## src/rtl/serial_sub_pkg.sv

```systemverilog
// rtl/serial_sub_pkg.sv - state encoding shared by the serial subtractor
package serial_sub_pkg;

   localparam logic [1:0] IDLE_ENC = 2'b00;
   localparam logic [1:0] RUN_ENC  = 2'b01;
   localparam logic [1:0] DONE_ENC = 2'b10;

   typedef enum logic [1:0] {
      IDLE = IDLE_ENC,
      RUN  = RUN_ENC,
      DONE = DONE_ENC
   } state_e;

endpackage

```

## src/rtl/full_subtractor.sv

```systemverilog
// rtl/full_subtractor.sv - combinational 1-bit full-subtractor cell
module full_subtractor (
   input  logic x,
   input  logic y,
   input  logic bin,
   output logic d,
   output logic bout
);

   assign d    = x ^ y ^ bin;
   assign bout = (~x & y) | (~(x ^ y) & bin);

endmodule

```

## src/rtl/serial_subtractor.sv

```systemverilog
// rtl/serial_subtractor.sv - bit-serial a - b, LSB first, with request/response handshakes
module serial_subtractor
   import serial_sub_pkg::*;
#(
   parameter int WIDTH = 8
) (
   input  logic             clk,
   input  logic             rst_n,
   input  logic             start_valid,
   output logic             start_ready,
   input  logic [WIDTH-1:0] a,
   input  logic [WIDTH-1:0] b,
   output logic             done_valid,
   input  logic             done_ready,
   output logic [WIDTH-1:0] diff,
   output logic             borrow_out,
   output logic             ovf,
   output logic             busy
);

   localparam int CW = $clog2(WIDTH);
   localparam logic [CW-1:0] LAST_CNT = CW'(WIDTH - 1);

   state_e           state_q, state_d;
   logic [WIDTH-1:0] a_sh_q, a_sh_d;
   logic [WIDTH-1:0] b_sh_q, b_sh_d;
   logic [WIDTH-1:0] diff_sh_q, diff_sh_d;
   logic             borrow_q, borrow_d;
   logic [CW-1:0]    cnt_q, cnt_d;
   logic             a_msb_q, a_msb_d;
   logic             b_msb_q, b_msb_d;
   logic             start_ready_q, start_ready_d;
   logic             done_valid_q, done_valid_d;
   logic             busy_q, busy_d;
   logic             cell_d, cell_bout;

   full_subtractor u_cell (
      .x    (a_sh_q[0]),
      .y    (b_sh_q[0]),
      .bin  (borrow_q),
      .d    (cell_d),
      .bout (cell_bout)
   );

   always_comb begin
      state_d   = state_q;
      a_sh_d    = a_sh_q;
      b_sh_d    = b_sh_q;
      diff_sh_d = diff_sh_q;
      borrow_d  = borrow_q;
      cnt_d     = cnt_q;
      a_msb_d   = a_msb_q;
      b_msb_d   = b_msb_q;
      case (state_q)
         IDLE: begin
            if (start_valid && start_ready_q) begin
               a_sh_d   = a;
               b_sh_d   = b;
               borrow_d = 1'b0;
               cnt_d    = '0;
               a_msb_d  = a[WIDTH-1];
               b_msb_d  = b[WIDTH-1];
               state_d  = RUN;
            end
         end
         RUN: begin
            // Result bits enter at the top so the LSB lands at bit 0 after WIDTH shifts.
            diff_sh_d = {cell_d, diff_sh_q[WIDTH-1:1]};
            a_sh_d    = a_sh_q >> 1;
            b_sh_d    = b_sh_q >> 1;
            borrow_d  = cell_bout;
            cnt_d     = cnt_q + 1'b1;
            if (cnt_q == LAST_CNT) begin
               state_d = DONE;
            end
         end
         DONE: begin
            if (done_ready) begin
               state_d = IDLE;
            end
         end
         default: state_d = IDLE;
      endcase
      start_ready_d = (state_d == IDLE);
      done_valid_d  = (state_d == DONE);
      busy_d        = (state_d != IDLE);
   end

   always_ff @(posedge clk or negedge rst_n) begin
      if (!rst_n) begin
         state_q       <= IDLE;
         a_sh_q        <= '0;
         b_sh_q        <= '0;
         diff_sh_q     <= '0;
         borrow_q      <= 1'b0;
         cnt_q         <= '0;
         a_msb_q       <= 1'b0;
         b_msb_q       <= 1'b0;
         start_ready_q <= 1'b1;
         done_valid_q  <= 1'b0;
         busy_q        <= 1'b0;
      end else begin
         state_q       <= state_d;
         a_sh_q        <= a_sh_d;
         b_sh_q        <= b_sh_d;
         diff_sh_q     <= diff_sh_d;
         borrow_q      <= borrow_d;
         cnt_q         <= cnt_d;
         a_msb_q       <= a_msb_d;
         b_msb_q       <= b_msb_d;
         start_ready_q <= start_ready_d;
         done_valid_q  <= done_valid_d;
         busy_q        <= busy_d;
      end
   end

   assign start_ready = start_ready_q;
   assign done_valid  = done_valid_q;
   assign busy        = busy_q;
   assign diff        = diff_sh_q;
   assign borrow_out  = borrow_q;
   assign ovf         = (a_msb_q != b_msb_q) & (diff_sh_q[WIDTH-1] != a_msb_q);

endmodule

```

## config.mk

```make
export PLATFORM = sky130hd
export DESIGN_NAME = serial_subtractor
export DESIGN_NICKNAME = d
export VERILOG_FILES = /design/src/rtl/serial_sub_pkg.sv /design/src/rtl/full_subtractor.sv /design/src/rtl/serial_subtractor.sv
export SDC_FILE = /design/constraint.sdc
export NUM_CORES = 1
export LEC_CHECK = 0
export CELL_PAD_IN_SITES_DETAIL_PLACEMENT = 0
export CELL_PAD_IN_SITES_GLOBAL_PLACEMENT = 2
export CORE_MARGIN = 8
export CORE_UTILIZATION = 25
export DETAILED_ROUTE_END_ITERATION = 10
export HOLD_SLACK_MARGIN = 0.1
export PLACE_DENSITY_LB_ADDON = 0.3
export SLEW_MARGIN = 0
export SYNTH_ARGS = -nofsm -noshare
export SYNTH_HDL_FRONTEND = slang
export SYNTH_SLANG_ARGS = --single-unit
```

## constraint.sdc

```tcl
create_clock -name clk -period 1.35 [get_ports clk]
set_input_delay 0.27 -clock clk [delete_from_list [all_inputs] [get_ports clk]]
set_output_delay 0.27 -clock clk [all_outputs]
set_load 0.02 [all_outputs]
```

# After elaboration in Yosys (flattened, before gate mapping)
# Index checks and enable logic that the tools add are counted.
[totals]
ff_bits = 35
latch_bits = 0
mem_bits_rw = 0
mem_bits_ro = 0
input_bits = 20
out_inout_bits = 13
wordCells = 46
n_memories = 0
[op_classes]
addsub = 1
mul = 0
div = 0
n_lt_le_gt_ge = 0
n_eq_ne = 7
n_shift = 0
mux = 12
bitwise_logic = 8
n_reduce_logical = 7
[ops]
columns = ["cell", "n"]
rows = [
  ["$pmux 8 s2", 2],
  ["$mux 8", 2],
  ["$mux 2", 3],
  ["$pmux 2 s3", 1],
  ["$pmux 3 s2", 1],
  ["$eq 2x2->1 const B", 2],
  ["$logic_not 2->1", 2],
  ["$reduce_and 2->1", 2],
  ["$reduce_bool 2->1", 2],
  ["$add 3x1->3 const B", 1],
  ["$and 1x1->1", 3],
  ["$eq 3x3->1 const B", 1],
  ["$mux 3", 1],
  ["$eq 2x1->1 const B", 1],
  ["$ne 1x1->1", 2],
  ["$ne 2x2->1 const B", 1],
  ["$not 1->1", 2],
  ["$pmux 1 s2", 1],
  ["$xor 1x1->1", 2],
  ["$logic_and 1x1->1", 1],
  ["$mux 1", 1],
  ["$or 1x1->1", 1],
]

# Depth between registers and ports, before layout
# Gate-level depths: netlist (run 1).
[depth]
ltp_word = 5
mapped_depth = 5
depth_no_buf = 5

# Cells and area by module
# Synthesis (run 1) repeated with hierarchy kept, for this count alone.
[hier_totals]
cells_unflattened = 130
area_unflattened_um2 = 1522.7
[modules_own_cells]
columns = ["module", "instances", "cells_per_inst", "area_per_inst_um2", "seq_area_each_um2"]
rows = [
  ["serial_subtractor", 1, 126, 1491.4, 877.1],
  ["full_subtractor", 1, 4, 31.3, 0.0],
]

# Least setup slack after synthesis (run 1)
# Ideal clock, no wire load.
[synth_timing]
path_kind = "reg-to-reg"
start = "reg start_ready_q (netlist: start_ready)"
end = "reg cnt_q[0]"
setup_time_ns = 0.125
arrival_time_ns = 1.282
required_time_ns = 1.225
slack_ns = -0.057
path_stages_with_launch = 6
n_path_buf = 2
period_less_slack_ns = 1.407
cell_sequence = "dfstp_2 and2_1 buf_4 o21bai_4 buf_6 mux2_4"
[synth_between]
elab_chain_cells = 3
[synth_rtl]
columns = ["item", "line_no", "source"]
rows = [
  ["start, declared", "serial_subtractor.sv:32", "logic start_ready_q, start_ready_d;"],
  ["start signal, assigned", "serial_subtractor.sv:111", "start_ready_q <= start_ready_d;"],
  ["$logic_and 1x1->1", "serial_subtractor.sv:56", "if (start_valid && start_ready_q) begin"],
  ["$ne 2x2->1 (no line)", "--", ""],
  ["$reduce_and 2->1 (no line)", "--", ""],
  ["end signal, assigned", "serial_subtractor.sv:108", "cnt_q <= cnt_d;"],
  ["end, declared", "serial_subtractor.sv:29", "logic [CW-1:0] cnt_q, cnt_d;"],
]
# Every way passes these cells.
# A chain may end at the register's enable or synchronous reset.

# Worst setup path in the final report (run 1)
[layout_timing]
start = "reg diff_sh_q[7] (netlist: diff[7])"
end = "out ovf"
[layout_between]
elab_chain_cells = 2
[layout_rtl]
columns = ["item", "line_no", "source"]
rows = [
  ["start, declared", "serial_subtractor.sv:27", "logic [WIDTH-1:0] diff_sh_q, diff_sh_d;"],
  ["start signal, assigned", "serial_subtractor.sv:106", "diff_sh_q <= diff_sh_d;"],
  ["$ne 1x1->1", "serial_subtractor.sv:122", "assign ovf = (a_msb_q != b_msb_q) & (diff_sh_q[WIDTH-1] != a_msb_q);"],
  ["$and 1x1->1", "serial_subtractor.sv:122", ""],
  ["end, declared", "serial_subtractor.sv:17", "output logic ovf,"],
]
# Every way passes these cells.

==> results.md, run 1 <==
* Initial core utilization at 0.258
* Yosys top cell area share at 0.523
* Final setup margin at -0.0124 ns
* Sequential share of power at 0.347
* CP Launch Point: diff[7]$_DFFE_PN0P_
* Failing checks: negative setup slack
* Ys async rst share at 1.00
* Top_reg_cell synth: dfrtp_1
* Post-detail-place hpwl at 2550 microns
* Post-Place Cells at 259
* Mapped cell area at 1630 sq um
* Total global routing track utilization at 0.0834
* PD cells at 2230 nW/um^2
* Post-CTS Repair Setup Buffers at 0
* Via count at 1217
* Fin area at 2210 sq um
* Outcome: finished with violations
* Sw Share at 0.371
* Cell variety after synth at 24
* Critical path data required time at 1.08 ns
* Antenna cells at 0
* Syn nets at 174
* Slew @ Worst Pin at between 0.4 and 0.5 ns
* Die width at 96.7 microns
* Sequential fraction of the synthesis area at 0.539
* DRC Markers at 0
* Final setup TNS at -0.0124 ns
* Setup CP Type: reg2out
* Fmax at 734 MHz
* Xor/xnor share of the synthesized area at 0
* Area Overhead vs Synth at 35.8%
* Synth Area in Simple Gates at 0.158
* Worst path cell trace: nand2b_4 > o21ai_2 > buf_6
* Tot Pwr at 0.00492 W
* Antenna violations before repair at 0
* Vias in the first global route at 1267
* NetSw at approximately 0.0018 W
* CTS tree: done
* DR WL/cell at 14.1 microns
* Port Buffers at 32
* Hold Crit Class: in2async
* Mean Syn Cell Area at 10.8 sq um
* Clock buffer depth at 2
* RSZ-0062 raised after global routing: true
* Clk_lat worst skew at ~0.28 ns
* P_int at 0.00310 W
* Share of layout cells above drive strength 1 at 0.163
* Boundary pin count at 33
* Remaining Overflow, GRT at 0
* Max-slew violations at 0
* Clock root buffer: clkbuf_8
* Placeable Area at 6310 sq um
* Post-synthesis adder-cell area fraction at 0.0277
* Largest family of logic cells by synthesized area: compound AO/OA/AOI/OAI gates
* Biggest area consumer among synthesized cells: dfrtp_1
* Maxcap violations at 0
* First-pass DRT Iterations at 4
* Tmin final at 1.36 ns
* Nets at 212
* Layout Skew at approximately 0.0086 ns
* Clock sinks at 35
* Filler Cell Count at 638
* CP endpoint kind: output port
* Site row count at 29
* Largest net degree at the start of global routing at 36
* Count leader, synth: dfrtp_1
* VDD IR max at around 0.00086 V
* Placement Cell Area at between 2000 and 2500 sq um
* Post-synthesis mux area share at 0.0154
* Critical path's slowest cell: dfrtp_1
* Initial detailed-routing violation count at 86
* Post-synthesis compound-gate area fraction at 0.194
* Final setup viols at 1
* Num CTS Buffers at 5
* CP arrival at 1.09 ns
* Full die area at 9350 sq um
* Routed Antenna Nets at 0
* CTS H-tree lvls at 2
* Combinational Power Share at 0.457
* Worst-path fanout max at 3
* Final Hold Fails at 0
* EDFF count, synth at 0
* Lkg Pwr at 0.994 nW
* Synth cell count leaders: 34 x dfrtp_1, 30 x nand2_1, 15 x nor2b_1, 15 x o2bb2ai_1, 14 x a22oi_1
* Top area cells in the synthesized netlist: dfrtp_1 52%, o2bb2ai_1 8.1%, nand2_1 6.9%, a22oi_1 6.5%, nor2b_1 5.8%
* Clock share of power at 0.197
* Cells after synthesis at ~150
* Synth Register Bits at 35
* Vias per cell at 4.56
* Startpoint class of the critical path: flop
* GP Congestion at 0.668
* Final period utilization at 1.01
* Max-slew headroom at 0.687
* Reg clk slew, reported paths at 0.07 ns
* First-pass GRT wire length at 6480 microns
* Fin cells at 267
* DRT Wirelength at 3770 microns
* Die H at 96.7 microns
* Ys Warns at 0
* Reg-to-reg startpoint: start_ready$_DFF_PN1_
* CP peak stage delay at ~0.4 ns
==> power groups by stage <==
stage | clock network, W | logic [W] | registers, W
finish | 0.000968 | 0.00225 | 0.00171
global route | 0.00105 | 0.00251 | 0.00176
CTS | 0.00100 | 0.00225 | 0.00169
detailed placement | 0 | 0.00235 | 0.00171
global placement | 0 | 0.00231 | 0.00170
floorplan | 0 | 0.00133 | 0.00185
==> final timing paths <==
path / to / cells past startpoint / slack [ns]
setup / recovery: ovf / 3 / -0.01
hold / removal: b_sh_q[3]$_DFFE_PN0P_ / 2 / 0.36
setup reg to reg: a_sh_q[3]$_DFFE_PN0P_ / 5 / 0.05
hold reg to reg: diff[0]$_DFFE_PN0P_ / 2 / 0.49
max in group asynchronous: start_ready$_DFF_PN1_ / 2 / 0.74
min in group clk: diff[0]$_DFFE_PN0P_ / 2 / 0.49
==> cells in the final DEF (no fill, tap or decap), types with 2 or more instances in the layout <==
cell type and count:
clkdlybuf4s50_1 19, dlygate4sd2_1 9, a22o_1 2, buf_12 4, o21ai_1 4, inv_1 6, a22oi_1 14, o2bb2ai_1 15
dfrtp_1 34, ha_1 2, clkbuf_8 6, buf_4 7, nand2_1 30, nor2b_1 14, o311ai_1 2, nor2_1 2
buf_2 2
==> registers in the layout, indices dropped and copies added, names as in the netlist <==
signal and count:
diff 8, state_q 2, b_msb_q 1, done_valid 1
a_msb_q 1, cnt_q 3, borrow_out 1, busy 1
b_sh_q 8, a_sh_q 8, start_ready 1
==> logic make-up (layout without fill, tap and decap cells) <==
group / after synthesis / in the layout
DFF: 35 / 35
buffers and inverters: 19 / 58
adders and majority gates: 3 / 3
muxes: 2 / 2
AOI/OAI and AO/OA: 39 / 39
and+or+nand+nor: 53 / 53
==> cell type report <==
class	instances	area, sq um	share of cell area
clock buffers	6	82.6	0.0374
clock inverters	2	35.0	0.0158
inverters	7	26.3	0.0119
multi-input cells	97	661	0.299
flip-flops and latches	35	877	0.397
well taps	77	96.3	0.0436
repair buffers	43	433	0.196
==> critical path: cells and delay by family, from the launching register on <==
kind,cells,cell delay (ns)
DFF,1,0.40
and+or+nand+nor,1,0.15
AOI/OAI and AO/OA,1,0.14
buffers and inverters,1,0.13
==> per-layer routing <==
metal  wire length [microns]  share of wire  vias to the layer above  GRT usage
met3                     216          0.057                        5     0.0349
met1                    1910           0.51                      593      0.113
met4                      40          0.011                        0     0.0249
li1                        -              -                      594          -
met5                       0              0                        -          0
met2                    1600           0.42                       25      0.116
==> per-stage QoR <==
stage | hold WS (ns) | utilization | setup WS (ns)
2_1_floorplan | -0.0256 | - | -0.0465
3_5_place_dp | 0.475 | 0.332 | -0.169
3_3_place_gp | 0.464 | 0.332 | -0.150
5_1_grt | 0.367 | 0.350 | -0.0581
6_report | 0.355 | 0.350 | -0.0124
4_1_cts | 0.365 | 0.347 | -0.0204
==> what timing repair did <==
action	4_1_cts	5_1_grt
resized for setup	24	6
hold endpoints to repair	0	0
gates cloned	0	0
pin swaps	0	1
hold buffers	0	0
endpoints found under the setup margin	19	10
Power figures use the tool's default switching activity.
==> run 2: changes to the inputs <==
Settings changed: CAP_MARGIN set to 20.
==> results of run 2 <==
No change in the layout: final DEF, timing and power equal those of run 1.
